## config.mk

```make
export PLATFORM = sky130hd
export DESIGN_NAME = demux_1to4_stream
export DESIGN_NICKNAME = d
export VERILOG_FILES = /design/src/rtl/demux_pkg.sv /design/src/rtl/demux_slot.sv /design/src/rtl/demux_1to4_stream.sv
export SDC_FILE = /design/constraint.sdc
export NUM_CORES = 1
export LEC_CHECK = 0
export ABC_CLOCK_PERIOD_IN_PS = 2800
export CAP_MARGIN = 25
export CORE_AREA = 2 2 88 90
export DETAILED_ROUTE_END_ITERATION = 8
export DIE_AREA = 0 0 90 92
export GPL_ROUTABILITY_DRIVEN = 0
export PLACE_DENSITY = 0.76
export SYNTH_ARGS = -nofsm -noshare
export SYNTH_HDL_FRONTEND = slang
export SYNTH_SLANG_ARGS = --single-unit
```

## constraint.sdc

```tcl
create_clock -name clk -period 2.8 [get_ports clk]
set_input_delay 0.7 -clock clk [delete_from_list [all_inputs] [get_ports clk]]
set_output_delay 0.7 -clock clk [all_outputs]
set_load 0.01 [all_outputs]
```

## src/rtl/demux_pkg.sv

```systemverilog
// ============================================================================
//  Module : demux_pkg
//  Brief  : Shared constants and slot state type for the 1-to-4 stream demux.
//  Rev    : 1.0  initial release
// ============================================================================
`default_nettype none

package demux_pkg;

  localparam int N_CH  = 4;
  localparam int SEL_W = 2;

  localparam logic SLOT_EMPTY = 1'b0;
  localparam logic SLOT_FULL  = 1'b1;

  typedef enum logic {
    ST_EMPTY = SLOT_EMPTY,
    ST_FULL  = SLOT_FULL
  } slot_state_e;

endpackage

`default_nettype wire

```

## src/rtl/demux_slot.sv

```systemverilog
// ============================================================================
//  Module : demux_slot
//  Brief  : One-entry output register with handshake and saturating drain count.
//  Rev    : 1.0  initial release
// ============================================================================
`default_nettype none

module demux_slot
  import demux_pkg::*;
#(
  parameter int WIDTH = 8,
  parameter int CNT_W = 8
) (
  input  logic             clk,
  input  logic             rst,
  input  logic             i_load,
  input  logic [WIDTH-1:0] i_data,
  input  logic             i_ready,
  output logic [WIDTH-1:0] o_data,
  output logic             o_valid,
  output logic             o_slot_ready,
  output logic [CNT_W-1:0] o_cnt
);

  slot_state_e      r_state;
  slot_state_e      w_state_nxt;
  logic [WIDTH-1:0] r_data;
  logic [CNT_W-1:0] r_cnt;
  logic             w_drn;

  assign w_drn        = (r_state == ST_FULL) && i_ready;
  // A full slot can still take a word in the same cycle it is drained.
  assign o_slot_ready = (r_state == ST_EMPTY) || i_ready;

  always_ff @(posedge clk) begin
    if (rst) begin
      r_state <= ST_EMPTY;
    end else begin
      r_state <= w_state_nxt;
    end
  end

  always_comb begin
    w_state_nxt = r_state;
    case (r_state)
      ST_EMPTY: if (i_load)            w_state_nxt = ST_FULL;
      ST_FULL:  if (w_drn && !i_load)  w_state_nxt = ST_EMPTY;
      default:                         w_state_nxt = ST_EMPTY;
    endcase
  end

  always_ff @(posedge clk) begin
    if (rst) begin
      r_data <= '0;
    end else if (i_load) begin
      r_data <= i_data;
    end
  end

  always_ff @(posedge clk) begin
    if (rst) begin
      r_cnt <= '0;
    end else if (w_drn && (r_cnt != {CNT_W{1'b1}})) begin
      r_cnt <= r_cnt + CNT_W'(1);
    end
  end

  assign o_data  = r_data;
  assign o_valid = (r_state == ST_FULL);
  assign o_cnt   = r_cnt;

endmodule

`default_nettype wire

```

## src/rtl/demux_1to4_stream.sv

```systemverilog
// ============================================================================
//  Module : demux_1to4_stream
//  Brief  : 1-to-4 handshake demultiplexer with one register slot per channel.
//  Rev    : 1.0  initial release
// ============================================================================
`default_nettype none

module demux_1to4_stream
  import demux_pkg::*;
#(
  parameter int WIDTH = 8,
  parameter int CNT_W = 8
) (
  input  logic                  clk,
  input  logic                  rst,
  input  logic [WIDTH-1:0]      in_data,
  input  logic [SEL_W-1:0]      in_sel,
  input  logic                  in_valid,
  output logic                  in_ready,
  output logic [N_CH*WIDTH-1:0] out_data,
  output logic [N_CH-1:0]       out_valid,
  input  logic [N_CH-1:0]       out_ready,
  output logic [N_CH*CNT_W-1:0] xfer_cnt
);

  logic [N_CH-1:0] w_slot_ready;
  logic [N_CH-1:0] w_load;
  logic            w_acc;

  // Ready only looks at the selected slot, so a stalled channel never blocks others.
  assign in_ready = w_slot_ready[in_sel];
  assign w_acc    = in_valid && in_ready;

  always_comb begin
    w_load = '0;
    for (int k = 0; k < N_CH; k++) begin
      w_load[k] = w_acc && (in_sel == SEL_W'(k));
    end
  end

  generate
    for (genvar g = 0; g < N_CH; g++) begin : g_slot
      demux_slot #(
        .WIDTH (WIDTH),
        .CNT_W (CNT_W)
      ) u_slot (
        .clk          (clk),
        .rst          (rst),
        .i_load       (w_load[g]),
        .i_data       (in_data),
        .i_ready      (out_ready[g]),
        .o_data       (out_data[g*WIDTH +: WIDTH]),
        .o_valid      (out_valid[g]),
        .o_slot_ready (w_slot_ready[g]),
        .o_cnt        (xfer_cnt[g*CNT_W +: CNT_W])
      );
    end
  endgenerate

endmodule

`default_nettype wire

```

==> metrics.txt, run 1 <==
cell area after synthesis ~3200 sq um; drt wl/cell about 15 um; Max Slew Vio Count 0; mean post-synth cell area 8.80 sq um; Seq/Total Area, Yosys approximately 43%; number of synthesized flops with an enable pin 0; Syn Inst Count about 360; most frequent cells in the layout 83 x clkdlybuf4s50_1, 68 x dfxtp_1, 52 x a21oi_1; Slew @ Worst Pin about 0.76 ns; Setup-failing EPs final 0; hold_sp g_slot[1].u_slot.o_data[1]; Comb pwr share 8.7%; CTS buffer count 9; Final #Nets 464; Clk network pwr share 41.0%; Placeable Area roughly 7400 sq um; share of post-route cells with drive strength above 1 10.7%; starting density of the core 42.8%; Fin Setup TNS 0 ns; Final HPWL DP ~5800 um; CP arrival approximately 2.0 ns; die area slightly above 8000 sq um; Worst EP required 2.10 ns; hold endpoint g_slot[1].u_slot.o_data[1]; Crit. End Element output port; Netlist cell types 44; most common cell after layout, fill and taps aside clkdlybuf4s50_1; fillers 702; Die Y-Extent approximately 92 um; maximum vdd drop between 0.2 and 0.25 mV; Final period util 97.7%; cts-stage hold buffer count 0; num ports 86; P_sw just under 500 uW; starting DRC count in detailed routing ~150; Internal Power about 1.5 mW; DRC viols 0; row cnt 32; RSZ-0062 raised after global routing no; CTS tree built; Max FO, Critical Path 2; Port Buf Inserts 85; min Tclk post-route about 2.7 ns; Vias per Instance about 5.6; flip-flop and latch area approximately 1400 sq um; clk buf depth 2; root buffer cell clkbuf_8; Hold Path Depth 2; fmax approximately 370 MHz; worst reg2reg path depth 4; Die W 90 um; synth warn 0; R2R Setup Slk 1.25 ns; Reg power frac slightly above 50%; placed cells ~530; Worst Setup Slack, final 0.0644 ns; Pwr Total 1.99 mW; Detailed Route WL 8210 um; Area Overhead vs Synth 35.7%; Max-slew headroom around half; GRT Util Overall between 10% and 20%; first-pass GRT wire length approximately 14000 um; Clock Latency Late Sink 0.34 ns; clk sinks 68; outcome finished clean; RR Endpoint g_slot[1].u_slot.o_cnt[0]; Net Sw Frac roughly 24%; largest net degree at the start of global routing 45; worst r2r src g_slot[1].u_slot.o_cnt[0]; antenna cells 0; Async SR Flop Fraction 0%; initial antenna violation count 0; type of the worst min-delay path flip-flop to flip-flop; most used flip-flop cell after synthesis dfxtp_1; Leak roughly 1.5 nW; PD cells around 460 nW/um^2; Worst Hold Margin between 0.4 and 0.5 ns; Reg clk slew, reported paths roughly 0.080 ns; Post-Syn Nets about 380; element type at the critical path start input port; max cap viols 0; WS Path Type input port to output port; GRT overflow 0; synthesized flop and latch total slightly below 70; final hold violations 0; pre-CTS setup slack -0.284 ns; DRT Pass-1 Iters 4; vias in the first global route ~2800; CTS HTree Levels 3; Detail Route Antenna Nets 0; total number of vias 3053; Multi-input gate area around 1700 sq um; non-filler cells in the finished layout 550; Final Skew ~0.0082 ns
## Yosys cell counts (2+ instances only)
| library cell | count | area, sq um |
|---|---|---|
| and4b_1 | 3 | 30.0 |
| a31oi_1 | 6 | 37.5 |
| clkbuf_2 | 6 | 30.0 |
| a41oi_1 | 3 | 26.3 |
| nor2b_1 | 12 | 75.1 |
| buf_4 | 5 | 37.5 |
| and2_1 | 4 | 25.0 |
| and4_1 | 11 | 96.3 |
| dfxtp_1 | 68 | 1360 |
| a311oi_1 | 7 | 61.3 |
| buf_6 | 2 | 22.5 |
| nor2_1 | 6 | 22.5 |
| nor3_1 | 7 | 35.0 |
| and3_1 | 10 | 62.6 |
| a21oi_1 | 52 | 260 |
| nand3b_1 | 2 | 15.0 |
| nand2_1 | 9 | 33.8 |
| buf_2 | 14 | 70.1 |
| nand3_1 | 38 | 190 |
| inv_1 | 3 | 11.3 |
| nand2b_1 | 14 | 87.6 |
| a211oi_1 | 8 | 60.1 |
| mux2i_1 | 4 | 40.0 |
| o21ai_1 | 8 | 40.0 |
| ha_1 | 4 | 50.1 |
| nor4_1 | 3 | 18.8 |
| a21oi_2 | 4 | 35.0 |
| nand4_1 | 5 | 31.3 |
| o21ai_0 | 25 | 125 |
| mux2_2 | 5 | 56.3 |
## cell type report
cell class,instances,area share [%]
inverters,3,0.260
clock buffers,10,3.18
well taps,102,2.95
repair buffers,98,21.8
clock inverters,6,1.48
multi-input cells,263,38.8
flip-flops and latches,68,31.5
## metal layers
metal  up-vias  part of all wire [%]  track usage, %
met5         -                     0               0
met4         0                   2.4            8.72
met3        18                   6.3            4.03
met2       112                    43            30.0
met1      1404                    48            27.6
li1       1519                     -               -
## per-stage QoR
stage / area, sq um / util [%]
detailed placement: 4090 / 54.9
global route: 4320 / 58.1
global placement: 4090 / 54.9
CTS: 4320 / 57.9
floorplan: 3190 / -
finish: 4320 / 58.1
## power groups by stage
stage / clock network, mW / registers (mW) / logic (mW)
after global routing: 0.880 / 1.00 / 0.188
after floorplan: 0 / 1.03 / 0.0737
after detailed placement: 0 / 1.02 / 0.170
final: 0.817 / 1.00 / 0.174
after global placement: 0 / 1.02 / 0.167
after CTS: 0.840 / 1.00 / 0.173
## worst max-delay path by stage
stage,from,end,slack (ns),cells past startpoint
final,out_ready[3],in_ready,0.06,4
after global routing,out_ready[1],in_ready,0.01,4
after CTS,out_ready[1],in_ready,0.01,4
after detailed placement,out_ready[1],in_ready,-0.28,4
after global placement,out_ready[1],in_ready,-0.28,4
after floorplan,out_ready[3],in_ready,0.63,3
## cell families (layout without fill, tap and decap cells)
group,count (synthesis),count (layout),synth area share (%)
simple gates,132,132,25.0
compound gates,116,116,21.1
flops,68,68,42.7
buf+inv,31,117,5.50
mux,11,11,4.08
fa+ha+maj,4,4,1.57
## repair_timing
action / CTS / global route
pin swaps: 0 / 0
gates resized for setup: 6 / 1
setup endpoints to repair: 1 / 1
setup buffers: 0 / 1
## critical path: stages
cell             delay, ns
clkdlybuf4s50_1       0.44
nand2b_4              0.16
mux4_2                0.48
clkdlybuf4s15_1       0.25
## state kept, by name, indices dropped and copies added (netlist names)
register	cells
g_slot.u_slot.o_valid	4
g_slot.u_slot.o_data	32
g_slot.u_slot.o_cnt	32
Note: power is estimated with default switching activity, not from simulation.
==> inputs of run 2 (changes only) <==
CORE_AREA = 2 2 82 84   (was 2 2 88 90)
CTS_CLUSTER_SIZE = 25   (was unset)
DIE_AREA = 0 0 84 86   (was 0 0 90 92)
PLACE_DENSITY = 0.86   (was 0.76)
==> metrics.txt, run 2 (synthesized netlist as in run 1, its figures left out) <==
outcome finished clean; max cap viols 0 (unchanged); Final Skew 0.00677 ns (-0.00142 ns); Final HPWL DP 5700 um (-1.8%); Clk network pwr share 44.3% (+3.3 points); Die Y-Extent 86 um (-6.5%); Detail Route Antenna Nets 0 (unchanged); die area 7220 sq um (-13%); min Tclk post-route 2.72 ns (-0.0166 ns); maximum vdd drop 0.286 mV (+30%); Leak 1.50 nW (+1.7%); fmax 368 MHz (+0.61%); most frequent cells in the layout 83 x clkdlybuf4s50_1, 68 x dfxtp_1, 52 x a21oi_1; Placeable Area 6280 sq um (-16%); Net Sw Frac 22.1% (-2.3 points); Final period util 97.1% (-0.59 points); starting density of the core 50.7% (+8.0 points); WS Path Type input port to output port; CTS HTree Levels 3 (unchanged); placed cells 510 (-4.3%); row cnt 29 (-9.4%); Max Slew Vio Count 0 (unchanged); Worst Hold Margin 0.483 ns (+0.00162 ns); flip-flop and latch area 1360 sq um (unchanged); DRT Pass-1 Iters 5 (+1); fillers 497 (-29%); Slew @ Worst Pin 0.655 ns (-0.104 ns); CTS tree built; type of the worst min-delay path flip-flop to flip-flop; share of post-route cells with drive strength above 1 10.7% (-0.024 points); Port Buf Inserts 85 (unchanged); Comb pwr share 8.4% (-0.3 points); root buffer cell clkbuf_8; Detailed Route WL 8190 um (-0.18%); Max FO, Critical Path 2 (unchanged); vias in the first global route 2721 (-2.9%); final hold violations 0 (unchanged); Reg power frac 47.3% (-3.0 points); DRC viols 0 (unchanged); clk buf depth 2 (unchanged); non-filler cells in the finished layout 526 (-4.4%); Reg clk slew, reported paths 0.07 ns (about the same); Clock Latency Late Sink 0.34 ns (about the same); initial antenna violation count 0 (unchanged); Final #Nets 465 (+0.22%); element type at the critical path start input port; Worst EP required 2.10 ns (about the same); total number of vias 3094 (+1.3%); Area Overhead vs Synth 35.8% (about the same); antenna cells 0 (unchanged); most common cell after layout, fill and taps aside clkdlybuf4s50_1; CTS buffer count 9 (unchanged); Max-slew headroom 56.4% (+6.9 points); Crit. End Element output port; drt wl/cell 15.6 um (+4.4%); clk sinks 68 (unchanged); largest net degree at the start of global routing 40 (-11%); RSZ-0062 raised after global routing no; Setup-failing EPs final 0 (unchanged); cts-stage hold buffer count 0 (unchanged); first-pass GRT wire length 13200 um (-2.9%); Multi-input gate area 1670 sq um (-0.45%); GRT overflow 0 (unchanged); Die W 84 um (-6.7%); PD cells 488 nW/um^2 (+5.9%); P_sw 466 uW (-4.0%); CP arrival 2.02 ns (-0.02 ns); Internal Power 1.65 mW (+9.2%); Vias per Instance 5.88 (+6.0%); starting DRC count in detailed routing 212 (+39%); GRT Util Overall 22.5% (+2.6 points); num ports 86 (unchanged)
-- run 2: cell types whose count changed in the layout (fill, tap and decap cells not counted), sizes merged --
cell,before,now
clkbuf,10,12
clkinvlp,2,0
buf,14,15
bufinv,1,2
clkinv,3,2
-- run 2: repair_timing --
item | CTS | global route
buffers inserted | 0 | 0
resized for setup | 3 | 2
endpoints found under the setup margin | 1 | 1
-- run 2: stage by stage --
step	setup TNS, ns	setup WS (ns)	power, mW	cell area, sq um	util [%]
6_report	0	0.0810	2.11	4330	68.9
5_1_grt	0	0.0464	2.18	4330	68.9
4_1_cts	0	0.000570	2.12	4320	68.8
3_5_place_dp	-0.206	-0.206	1.19	4070	64.8
3_3_place_gp	-0.220	-0.220	1.19	4070	64.8
2_1_floorplan	0	0.627	1.10	3190	-
-- run 2: critical path, stage by stage --
cell,delay [ns]
clkdlybuf4s50_1,0.43
nand2b_4,0.16
mux4_2,0.47
clkdlybuf4s15_1,0.25
-- run 2: final cells by class --
class,count,area share (%)
clock inverters,4,1.62
clock buffers,12,3.82
inverters,3,0.260
well taps,77,2.23
repair buffers,99,22.0
flip-flops and latches,68,31.5
multi-input cells,263,38.6
-- run 2: final timing paths --
kind	start	end	slack, ns	cells past startpoint
min	g_slot[2].u_slot.o_data[4]	g_slot[2].u_slot.o_data[4]	0.48	2
max reg2reg	g_slot[1].u_slot.o_cnt[0]	g_slot[1].u_slot.o_cnt[0]	1.26	4
min reg2reg	g_slot[2].u_slot.o_data[4]	g_slot[2].u_slot.o_data[4]	0.48	2
max	out_ready[1]	in_ready	0.08	4
-- run 2: power groups by stage --
stage	logic [mW]	clock network, mW	registers (mW)
after CTS	0.175	0.948	0.999
final	0.177	0.935	1.00
after global routing	0.191	0.984	1.00
after global placement	0.170	0	1.02
after detailed placement	0.173	0	1.02
after floorplan	0.0737	0	1.03
-- run 2: metal layers --
layer / vias to the layer above / global-route usage (%) / wire [um]
met5: - / 0 / 0
met1: 1469 / 29.4 / 3680
met4: 0 / 10.4 / 194
met3: 17 / 5.00 / 447
li1: 1516 / - / -
met2: 92 / 35.7 / 3870
==> inputs of run 3 (changes only) <==
SLEW_MARGIN = 20   (was unset)
==> results of run 3 <==
No change in the layout: final DEF, timing and power equal those of run 2.
==> patch: new RTL, settings of run 2 <==
`WIDTH` is set to 8 in 2 places; all go to 12.
--- a/src/rtl/demux_slot.sv
+++ b/src/rtl/demux_slot.sv
@@ -10,3 +10,3 @@
 #(
-  parameter int WIDTH = 8,
+  parameter int WIDTH = 12,
   parameter int CNT_W = 8
--- a/src/rtl/demux_1to4_stream.sv
+++ b/src/rtl/demux_1to4_stream.sv
@@ -10,3 +10,3 @@
 #(
-  parameter int WIDTH = 8,
+  parameter int WIDTH = 12,
   parameter int CNT_W = 8
Ports: changed (resized in_data and out_data); port bits go from 86 to 106. The function was not compared with the original's and may differ.
==> patch against run 2 <==
Critical path depth grew 2. Sequential power up 24%. Power up 7.0%. Sequential cell count grew 16. Cell count is 6.1% higher. First-iteration DRC count fell by 51%. Hold slack worse by 0.023 ns. Design area grew 9.7%. Synthesized area increased by 8.9%. Synthesized cell count increased by 3.6%. Setup slack better by 0.11 ns. Fmax up 4.2%. Routed wire length rose by 1.2%. Critical path type unchanged.
==> patch: results (changes against run 2) <==
outcome:
  status: "finished clean"
min_path:
  hold_start: "g_slot[3].u_slot.o_data[3]"
  worstHoldEndpoint: "g_slot[3].u_slot.o_data[3]"
yosys:
  synthXorXnorAreaFrac_pct: 1.515  # +1.5 points
  yosysWarnings: 0  # unchanged
  synth_compound_area_share_pct: 10.24  # -11 points
  syn_inst: 375  # +3.6%
  synth.mux.area_fraction_pct: 12.98  # +8.9 points
  synth_commonest_cells: "dfxtp_1 (84), nor2_1 (64), mux2i_1 (45)"
  ys_top_cells_by_area: "dfxtp_1 (48%), mux2i_1 (13%), nor2_1 (6.9%), nand2_1 (4.0%), a21oi_1 (3.6%)"
  ys_seq_area_share_pct: 48.47  # +5.7 points
placed_design:
  dp_hpwl_mm: 5.731  # +0.52%
  pre_cts_ws_ns: -0.08500  # +0.1215 ns
  postPlaceCellArea_um2: 4554  # +12%
  dp.cells: 542  # +6.3%
  portBuffers: 105  # +24%
route:
  dr_wl_met2_mm: 3.986  # +3.1%
  wl_met1_mm: 3.508  # -4.7%
  drt_iter0_drc: 104  # -51%
  dr_wl_met3_um: 689  # +54%
  wire_per_inst_um: 14.86  # -4.6%
  routed-via-count: 3004  # -2.9%
power:
  power.leakage_nw: 1.757  # +17%
  peakVddDrop_uv: 398.9  # +40%
  p_int_mw: 1.687  # +2.5%
sta:
  worst_pin_slew_ns: 0.6086  # -0.04603 ns
  finalClockSkew_ns: 0.007607  # +0.0008360 ns
  hold_slack_ns: 0.4602  # -0.02322 ns
setup_path:
  critPathMaxStageDelay_ns: 0.50  # +0.03 ns
  crit_arrival_ns: 1.91  # -0.11 ns
  slowest_stage: "clkdlybuf4s50_1"
  rr_endpoint: "g_slot[3].u_slot.o_data[2]"
  r2r_cells: 5  # +1
grt:
  grt_pass1_wl_mm: 13.83  # +5.0%
  grt_use_total_pct: 23.64  # +1.1 points
  grt_max_degree: 64  # +60%
final_layout:
  fill_cells: 445  # -10%
  stdcell_count: 558  # +6.1%
  seq_area_um2: 1682  # +24%
clock_network:
  root_buffer: "clkbuf_8"
  cts_buffers: 9  # unchanged
==> patch: cell types whose count changed after synthesis, moves of 8 or more <==
cell      change
nor2_1       +58
mux2i_1      +41
nand3_1      -29
nand2_1      +28
a21oi_1      -27
o21ai_0      -23
dfxtp_1      +16
nor2b_1      -11
clkbuf_1     +10
nand2b_1     -10
buf_2         -9
o21ai_1       -8
==> patch: final cells by class <==
class                      count  share of cell area [%]
clock inverter                 6                   1.002
sequential                    84                   35.43
tap                           77                   2.030
timing repair buffer         114                   23.70
multi-input combinational    264                   34.70
clock buffer                  10                   2.900
inverter                       3                  0.2373
==> patch: power groups by stage <==
stage / clock network (mW) / registers (mW) / logic (mW)
floorplan: 0 / 1.28 / 0.0893
global route: 0.870 / 1.24 / 0.231
detailed placement: 0 / 1.27 / 0.212
finish: 0.807 / 1.24 / 0.214
global placement: 0 / 1.26 / 0.209
CTS: 0.821 / 1.24 / 0.215
==> patch: repair_timing <==
action	4_1_cts	5_1_grt
endpoints found under the setup margin	1	0
setup buffers	0	0
resized for setup	2	0
